### config.mk
export PLATFORM = sky130hd
export DESIGN_NAME = alu_arbiter
export DESIGN_NICKNAME = d
export VERILOG_FILES = /design/src/rtl/alu_arbiter.sv
export SDC_FILE = /design/constraint.sdc
export NUM_CORES = 1
export LEC_CHECK = 0
export CAP_MARGIN = 15
export CORE_MARGIN = 1.5
export CORE_UTILIZATION = 44
export CTS_CLUSTER_DIAMETER = 80
export DETAILED_ROUTE_END_ITERATION = 10
export PLACE_DENSITY = 0.85
export SKIP_CTS_REPAIR_TIMING = 1
export SLEW_MARGIN = 10
export SYNTH_ARGS = -nofsm -noshare
export SYNTH_HDL_FRONTEND = slang
export SYNTH_SLANG_ARGS = --single-unit
### constraint.sdc
create_clock -name clk -period 4.2 [get_ports clk]
set_input_delay 0.84 -clock clk [delete_from_list [all_inputs] [get_ports clk]]
set_output_delay 0.84 -clock clk [all_outputs]
set_load 0.01 [all_outputs]
### src/rtl/alu_arbiter.sv
// Round-robin arbiter that fronts one shared combinational ALU for two requesters.
// Define ALU_ARBITER_ASSERT_EN to compile in the protocol assertions.
module alu_arbiter #(
  parameter int unsigned EXEC_CYCLES = 1
) (
  input  logic       clk,
  input  logic       rst_n,
  input  logic       req0_valid,
  input  logic       req1_valid,
  output logic       req0_ready,
  output logic       req1_ready,
  input  logic [3:0] req0_x,
  input  logic [3:0] req0_y,
  input  logic [3:0] req1_x,
  input  logic [3:0] req1_y,
  input  logic [2:0] req0_sel,
  input  logic [2:0] req1_sel,
  output logic [3:0] alu_x,
  output logic [3:0] alu_y,
  output logic [2:0] alu_select,
  input  logic [3:0] alu_data_out,
  input  logic       alu_cout,
  output logic       rsp_valid,
  input  logic       rsp_ready,
  output logic       rsp_id,
  output logic [3:0] rsp_data,
  output logic       rsp_cout
);

  typedef enum logic [1:0] {IDLE, EXEC, RESP} state_t;

  localparam logic [3:0] CNT_LOAD = 4'(EXEC_CYCLES - 1);

  state_t     state;
  logic [3:0] cnt;
  logic       last;   // 1: req1 was granted most recently
  logic       grant0;
  logic       grant1;

  // NOTE: every signal assigned in always_comb gets a default first, so no path can infer a latch.
  always_comb begin
    grant0 = 1'b0;
    grant1 = 1'b0;
    if (state == IDLE) begin
      if (req0_valid && (!req1_valid || last)) grant0 = 1'b1;
      else if (req1_valid)                     grant1 = 1'b1;
    end
  end

  assign req0_ready = grant0;
  assign req1_ready = grant1;

  // NOTE: state registers use non-blocking assignments so every flop samples pre-edge values.
  always_ff @(posedge clk or negedge rst_n) begin
    if (!rst_n) begin
      state      <= IDLE;
      cnt        <= 4'd0;
      last       <= 1'b1;
      alu_x      <= 4'd0;
      alu_y      <= 4'd0;
      alu_select <= 3'd0;
      rsp_valid  <= 1'b0;
      rsp_id     <= 1'b0;
      rsp_data   <= 4'd0;
      rsp_cout   <= 1'b0;
    end else begin
      case (state)
        IDLE: begin
          // A grant implies its valid, so a grant is an acceptance.
          if (grant0 || grant1) begin
            alu_x      <= grant1 ? req1_x   : req0_x;
            alu_y      <= grant1 ? req1_y   : req0_y;
            alu_select <= grant1 ? req1_sel : req0_sel;
            rsp_id     <= grant1;
            last       <= grant1;
            cnt        <= CNT_LOAD;
            state      <= EXEC;
          end
        end
        EXEC: begin
          if (cnt == 4'd0) begin
            rsp_data  <= alu_data_out;
            rsp_cout  <= alu_cout;
            rsp_valid <= 1'b1;
            state     <= RESP;
          end else begin
            cnt <= cnt - 4'd1;
          end
        end
        RESP: begin
          if (rsp_ready) begin
            rsp_valid <= 1'b0;
            state     <= IDLE;
          end
        end
        default: state <= IDLE;
      endcase
    end
  end

`ifdef ALU_ARBITER_ASSERT_EN
  a_req0_known: assert property (@(posedge clk) disable iff (!rst_n)
    req0_valid |-> !$isunknown({req0_x, req0_y, req0_sel}));
  a_req1_known: assert property (@(posedge clk) disable iff (!rst_n)
    req1_valid |-> !$isunknown({req1_x, req1_y, req1_sel}));
  a_one_ready: assert property (@(posedge clk) disable iff (!rst_n)
    !(req0_ready && req1_ready));
  a_alu_stable: assert property (@(posedge clk) disable iff (!rst_n)
    state == EXEC |=> $stable({alu_x, alu_y, alu_select}));
  a_rsp_stable: assert property (@(posedge clk) disable iff (!rst_n)
    rsp_valid && !rsp_ready |=> rsp_valid && $stable({rsp_data, rsp_cout, rsp_id}));
  a_capture_known: assert property (@(posedge clk) disable iff (!rst_n)
    state == EXEC && cnt == 4'd0 |-> !$isunknown({alu_data_out, alu_cout}));
`endif

endmodule

==> impl_metrics.prom <==
# TYPE chip_impl_metric gauge
chip_impl_metric{name="remaining_drc_errors",unit=""} 0
chip_impl_metric{name="synth_cell_types",unit=""} 31
chip_impl_metric{name="wl_per_cell",unit="µm"} 16.58
chip_impl_metric{name="via_count_of_the_first_global_routing_pass",unit=""} 1003
chip_impl_metric{name="htree_levels",unit=""} 1
chip_impl_metric{name="path_depth",unit=""} 5
chip_impl_info{name="cp_slowest_cell",value="sky130_fd_sc_hd__clkdlybuf4s50_1"} 1
chip_impl_metric{name="worst-slew-pin-transition",unit="ps"} 543.7
chip_impl_info{name="cts_tree",value="built"} 1
chip_impl_info{name="timing_worst_setup_path_type",value="in2out"} 1
chip_impl_metric{name="slew_viol_final",unit=""} 0
chip_impl_metric{name="period_needed",unit="ps"} 3502
chip_impl_metric{name="drt.antenna.violating_nets",unit=""} 0
chip_impl_metric{name="power_report.internal_total",unit="mW"} 0.7035
chip_impl_metric{name="detailedRoute.firstIterationViolations",unit=""} 16
chip_impl_metric{name="die_area",unit="mm²"} 0.002983
chip_impl_metric{name="clock_power_share",unit="%"} 9.9
chip_impl_metric{name="clk_pin_slew_worst_paths",unit="ps"} 130
chip_impl_info{name="most_common_cell_after_layout_fill_and_taps_aside",value="sky130_fd_sc_hd__clkdlybuf4s50_1"} 1
chip_impl_metric{name="ys_async_sr_fraction",unit="%"} 100.0
chip_impl_metric{name="power.leakage",unit="nW"} 0.7481
chip_impl_metric{name="cts-root-to-sink-buffers",unit=""} 2
chip_impl_metric{name="synth_enable_flop_cells",unit=""} 0
chip_impl_metric{name="drt_pre_antenna_iters",unit=""} 4
chip_impl_metric{name="ir_drop",unit="mV"} 0.4300
chip_impl_metric{name="gpl.final_weighted_congestion",unit=""} 0.8560
chip_impl_metric{name="die-width",unit="µm"} 54.62
chip_impl_info{name="cts.root.buffer_cell",value="sky130_fd_sc_hd__clkbuf_4"} 1
chip_impl_metric{name="tritoncts.num_buffers",unit=""} 3
chip_impl_metric{name="synth_area_per_cell",unit="µm²"} 12.21
chip_impl_metric{name="die_h",unit="µm"} 54.62
chip_impl_metric{name="layout-drive-gt1-share",unit="%"} 23.33
chip_impl_metric{name="grt.overflow.total",unit=""} 0
chip_impl_metric{name="dpl_hpwl",unit="µm"} 2325
chip_impl_info{name="post-synth-top-area-cell",value="sky130_fd_sc_hd__dfrtp_1"} 1
chip_impl_metric{name="insertedDiodeCount",unit=""} 0
chip_impl_metric{name="hold_slack",unit="ps"} 488.9
chip_impl_metric{name="initial_utilization",unit="%"} 46.90
chip_impl_metric{name="finalSetupViolCount",unit=""} 0
chip_impl_metric{name="grt_antenna_before_repair",unit=""} 0
chip_impl_metric{name="depth_of_the_worst_register_to_register_path",unit=""} 5
chip_impl_metric{name="cp_slowest_stage_delay",unit="ps"} 560
chip_impl_info{name="synth.area.top_cells",value="sky130_fd_sc_hd__dfrtp_1, sky130_fd_sc_hd__a221o_2, sky130_fd_sc_hd__and3_2"} 1
chip_impl_metric{name="syn_area",unit="mm²"} 0.001172
chip_impl_metric{name="floorplan.core_area",unit="mm²"} 0.002500
chip_impl_metric{name="fillers",unit=""} 199
chip_impl_info{name="most-common-layout-cells",value="sky130_fd_sc_hd__clkdlybuf4s50_1, sky130_fd_sc_hd__dfrtp_1, sky130_fd_sc_hd__and3_2, sky130_fd_sc_hd__a221o_2, sky130_fd_sc_hd__o21ai_0"} 1
chip_impl_metric{name="number_of_placement_rows",unit=""} 18
chip_impl_metric{name="routed-via-count",unit=""} 994
chip_impl_info{name="grt_setup_unrepaired",value="no"} 1
chip_impl_info{name="crit_end_element",value="output port"} 1
chip_impl_metric{name="layout.nets",unit=""} 185
chip_impl_metric{name="setup_tns_final",unit="ps"} 0
chip_impl_metric{name="track_usage",unit="%"} 22.07
chip_impl_metric{name="fin_worst_setup_slack",unit="ps"} 698.3
chip_impl_metric{name="largest_net_degree_at_the_start_of_global_routing",unit=""} 26
chip_impl_info{name="critical_path.cell_chain",value="clkdlybuf4s50_1 > or3b_1 > a21oi_2 > buf_4 > clkdlybuf4s50_1"} 1
chip_impl_metric{name="pin_count",unit=""} 52
chip_impl_metric{name="finish.cell_count_without_fillers",unit=""} 180
chip_impl_metric{name="postSynthNetCount",unit=""} 130
chip_impl_metric{name="pre_cts_slack",unit="ps"} 699.8
chip_impl_metric{name="net-switching-power",unit="mW"} 0.3586
chip_impl_metric{name="postRouteWirelength",unit="µm"} 2984
chip_impl_metric{name="max-cap-violations",unit=""} 0
chip_impl_metric{name="worst_ep_required_time",unit="ps"} 3360
chip_impl_metric{name="final_hold_viol_count",unit=""} 0
chip_impl_metric{name="relative_slew_slack",unit="%"} 63.75
chip_impl_info{name="run_status",value="completed"} 1
chip_impl_metric{name="postSynthRegisterBits",unit=""} 25
chip_impl_metric{name="cts.sinks",unit=""} 25
chip_impl_info{name="dominantRegCellSynth",value="sky130_fd_sc_hd__dfrtp_1"} 1
chip_impl_metric{name="fmax",unit="MHz"} 285.6
chip_impl_metric{name="critPathArrivalTime",unit="ps"} 2660
chip_impl_metric{name="fin_crit_sh",unit="%"} 83.37
chip_impl_metric{name="crit_buf_inv",unit=""} 3
chip_impl_metric{name="seq_power_share",unit="%"} 39.7
chip_impl_info{name="crit_path_frequent_cell",value="sky130_fd_sc_hd__clkdlybuf4s50_1"} 1
chip_impl_metric{name="critical_path_peak_fanout",unit=""} 12
chip_impl_metric{name="combinationalPowerShare",unit="%"} 50.5
chip_impl_metric{name="seq_area_frac_synth",unit="%"} 53.47
chip_impl_metric{name="power_density",unit="mW/mm²"} 611.2
chip_impl_metric{name="vias_per_cell",unit=""} 5.522
chip_impl_metric{name="numPortBuffers",unit=""} 51
chip_impl_info{name="hold_path_class",value="in2async"} 1
chip_impl_metric{name="place.detailed.instances",unit=""} 176
chip_impl_info{name="timing.critical_path.from_type",value="primary input"} 1
chip_impl_metric{name="clk_latency",unit="ps"} 310
chip_impl_metric{name="wire_length_of_the_first_global_routing_pass",unit="µm"} 4567
chip_impl_metric{name="ys.warnings.count",unit=""} 0
chip_impl_metric{name="synthCells",unit=""} 96
chip_impl_metric{name="synth_top_area_share",unit="%"} 51.23
chip_impl_info{name="critical-path-top-delay-family",value="buffers and inverters"} 1
chip_impl_metric{name="power.switching_fraction",unit="%"} 33.76
chip_impl_metric{name="area_growth_syn_to_layout",unit="%"} 48.24
chip_impl_metric{name="timing.clock.skew",unit="ps"} 2.250
-- path summary, 6_finish.rpt --
| check | startpoint | to | slack (ps) |
|---|---|---|---|
| worst max-delay path | req1_valid | req1_ready | 700 |
| worst min-delay path | rst_n | rsp_data[1] | 490 |
| worst max register to register | cnt[0] | rsp_cout | 2500 |
| worst min register to register | rsp_data[1] | rsp_data[1] | 520 |
| max in group asynchronous | rst_n | last | 3340 |
| min in group clk | rsp_data[1] | rsp_data[1] | 520 |
-- power by group through the flow --
stage          clock network, mW  registers (mW)  logic [mW]
6_report                   0.105           0.421       0.536
5_1_grt                    0.116           0.429       0.575
4_1_cts                    0.107           0.419       0.539
3_5_place_dp                   0           0.424       0.535
3_3_place_gp                   0           0.414       0.519
2_1_floorplan                  0           0.448       0.230
-- final cells by class --
| type | count | area (µm²) | share of cell area [%] |
|---|---|---|---|
| clock buffer | 4 | 26.28 | 1.512 |
| inverter | 3 | 11.26 | 0.6479 |
| multi-input combinational | 64 | 508.0 | 29.23 |
| sequential | 25 | 626.9 | 36.07 |
| tap | 30 | 37.54 | 2.160 |
| timing repair buffer | 54 | 528.0 | 30.38 |
-- stage by stage --
| step | power [mW] | util, % | cell area [µm²] |
|---|---|---|---|
| floorplan | 0.6782 | - | 1172 |
| global placement | 0.9330 | 68.67 | 1717 |
| detailed placement | 0.9598 | 68.67 | 1717 |
| CTS | 1.066 | 69.72 | 1743 |
| global route | 1.120 | 69.52 | 1738 |
| finish | 1.062 | 69.52 | 1738 |
-- cells in the mapped netlist, types with 2 or more instances --
cell type / count
sky130_fd_sc_hd__o21a_1: 2
sky130_fd_sc_hd__nor2_1: 4
sky130_fd_sc_hd__inv_1: 3
sky130_fd_sc_hd__ha_1: 2
sky130_fd_sc_hd__a221o_1: 2
sky130_fd_sc_hd__mux2_2: 5
sky130_fd_sc_hd__nand2b_1: 3
sky130_fd_sc_hd__nand2_1: 2
sky130_fd_sc_hd__nor2b_1: 2
sky130_fd_sc_hd__and3_2: 10
sky130_fd_sc_hd__clkbuf_1: 2
sky130_fd_sc_hd__nor3b_1: 2
sky130_fd_sc_hd__a221o_2: 9
sky130_fd_sc_hd__dfrtp_1: 24
sky130_fd_sc_hd__mux2i_1: 3
sky130_fd_sc_hd__o21ai_0: 6
-- cell families after synthesis --
| family | synth area share (%) |
|---|---|
| simple gates | 16.97 |
| flops | 53.47 |
| compound gates | 16.86 |
| mux | 7.364 |
| buf+inv | 3.202 |
| fa+ha+maj | 2.134 |
-- per-layer routing --
layer	track usage [%]	up-vias	wire length [µm]
met1	28.27	480	1218
met3	5.464	7	158
li1	-	468	-
met2	36.31	39	1563
met4	7.083	0	43
met5	0	-	0
-- state kept, by name (all words and copies together) (netlist names) --
signal,cells
alu_x,4
alu_y,4
cnt,4
rsp_data,4
alu_select,3
state,2
last,1
rsp_cout,1
rsp_id,1
rsp_valid,1
No activity file was read; power rests on OpenSTA's default activity.
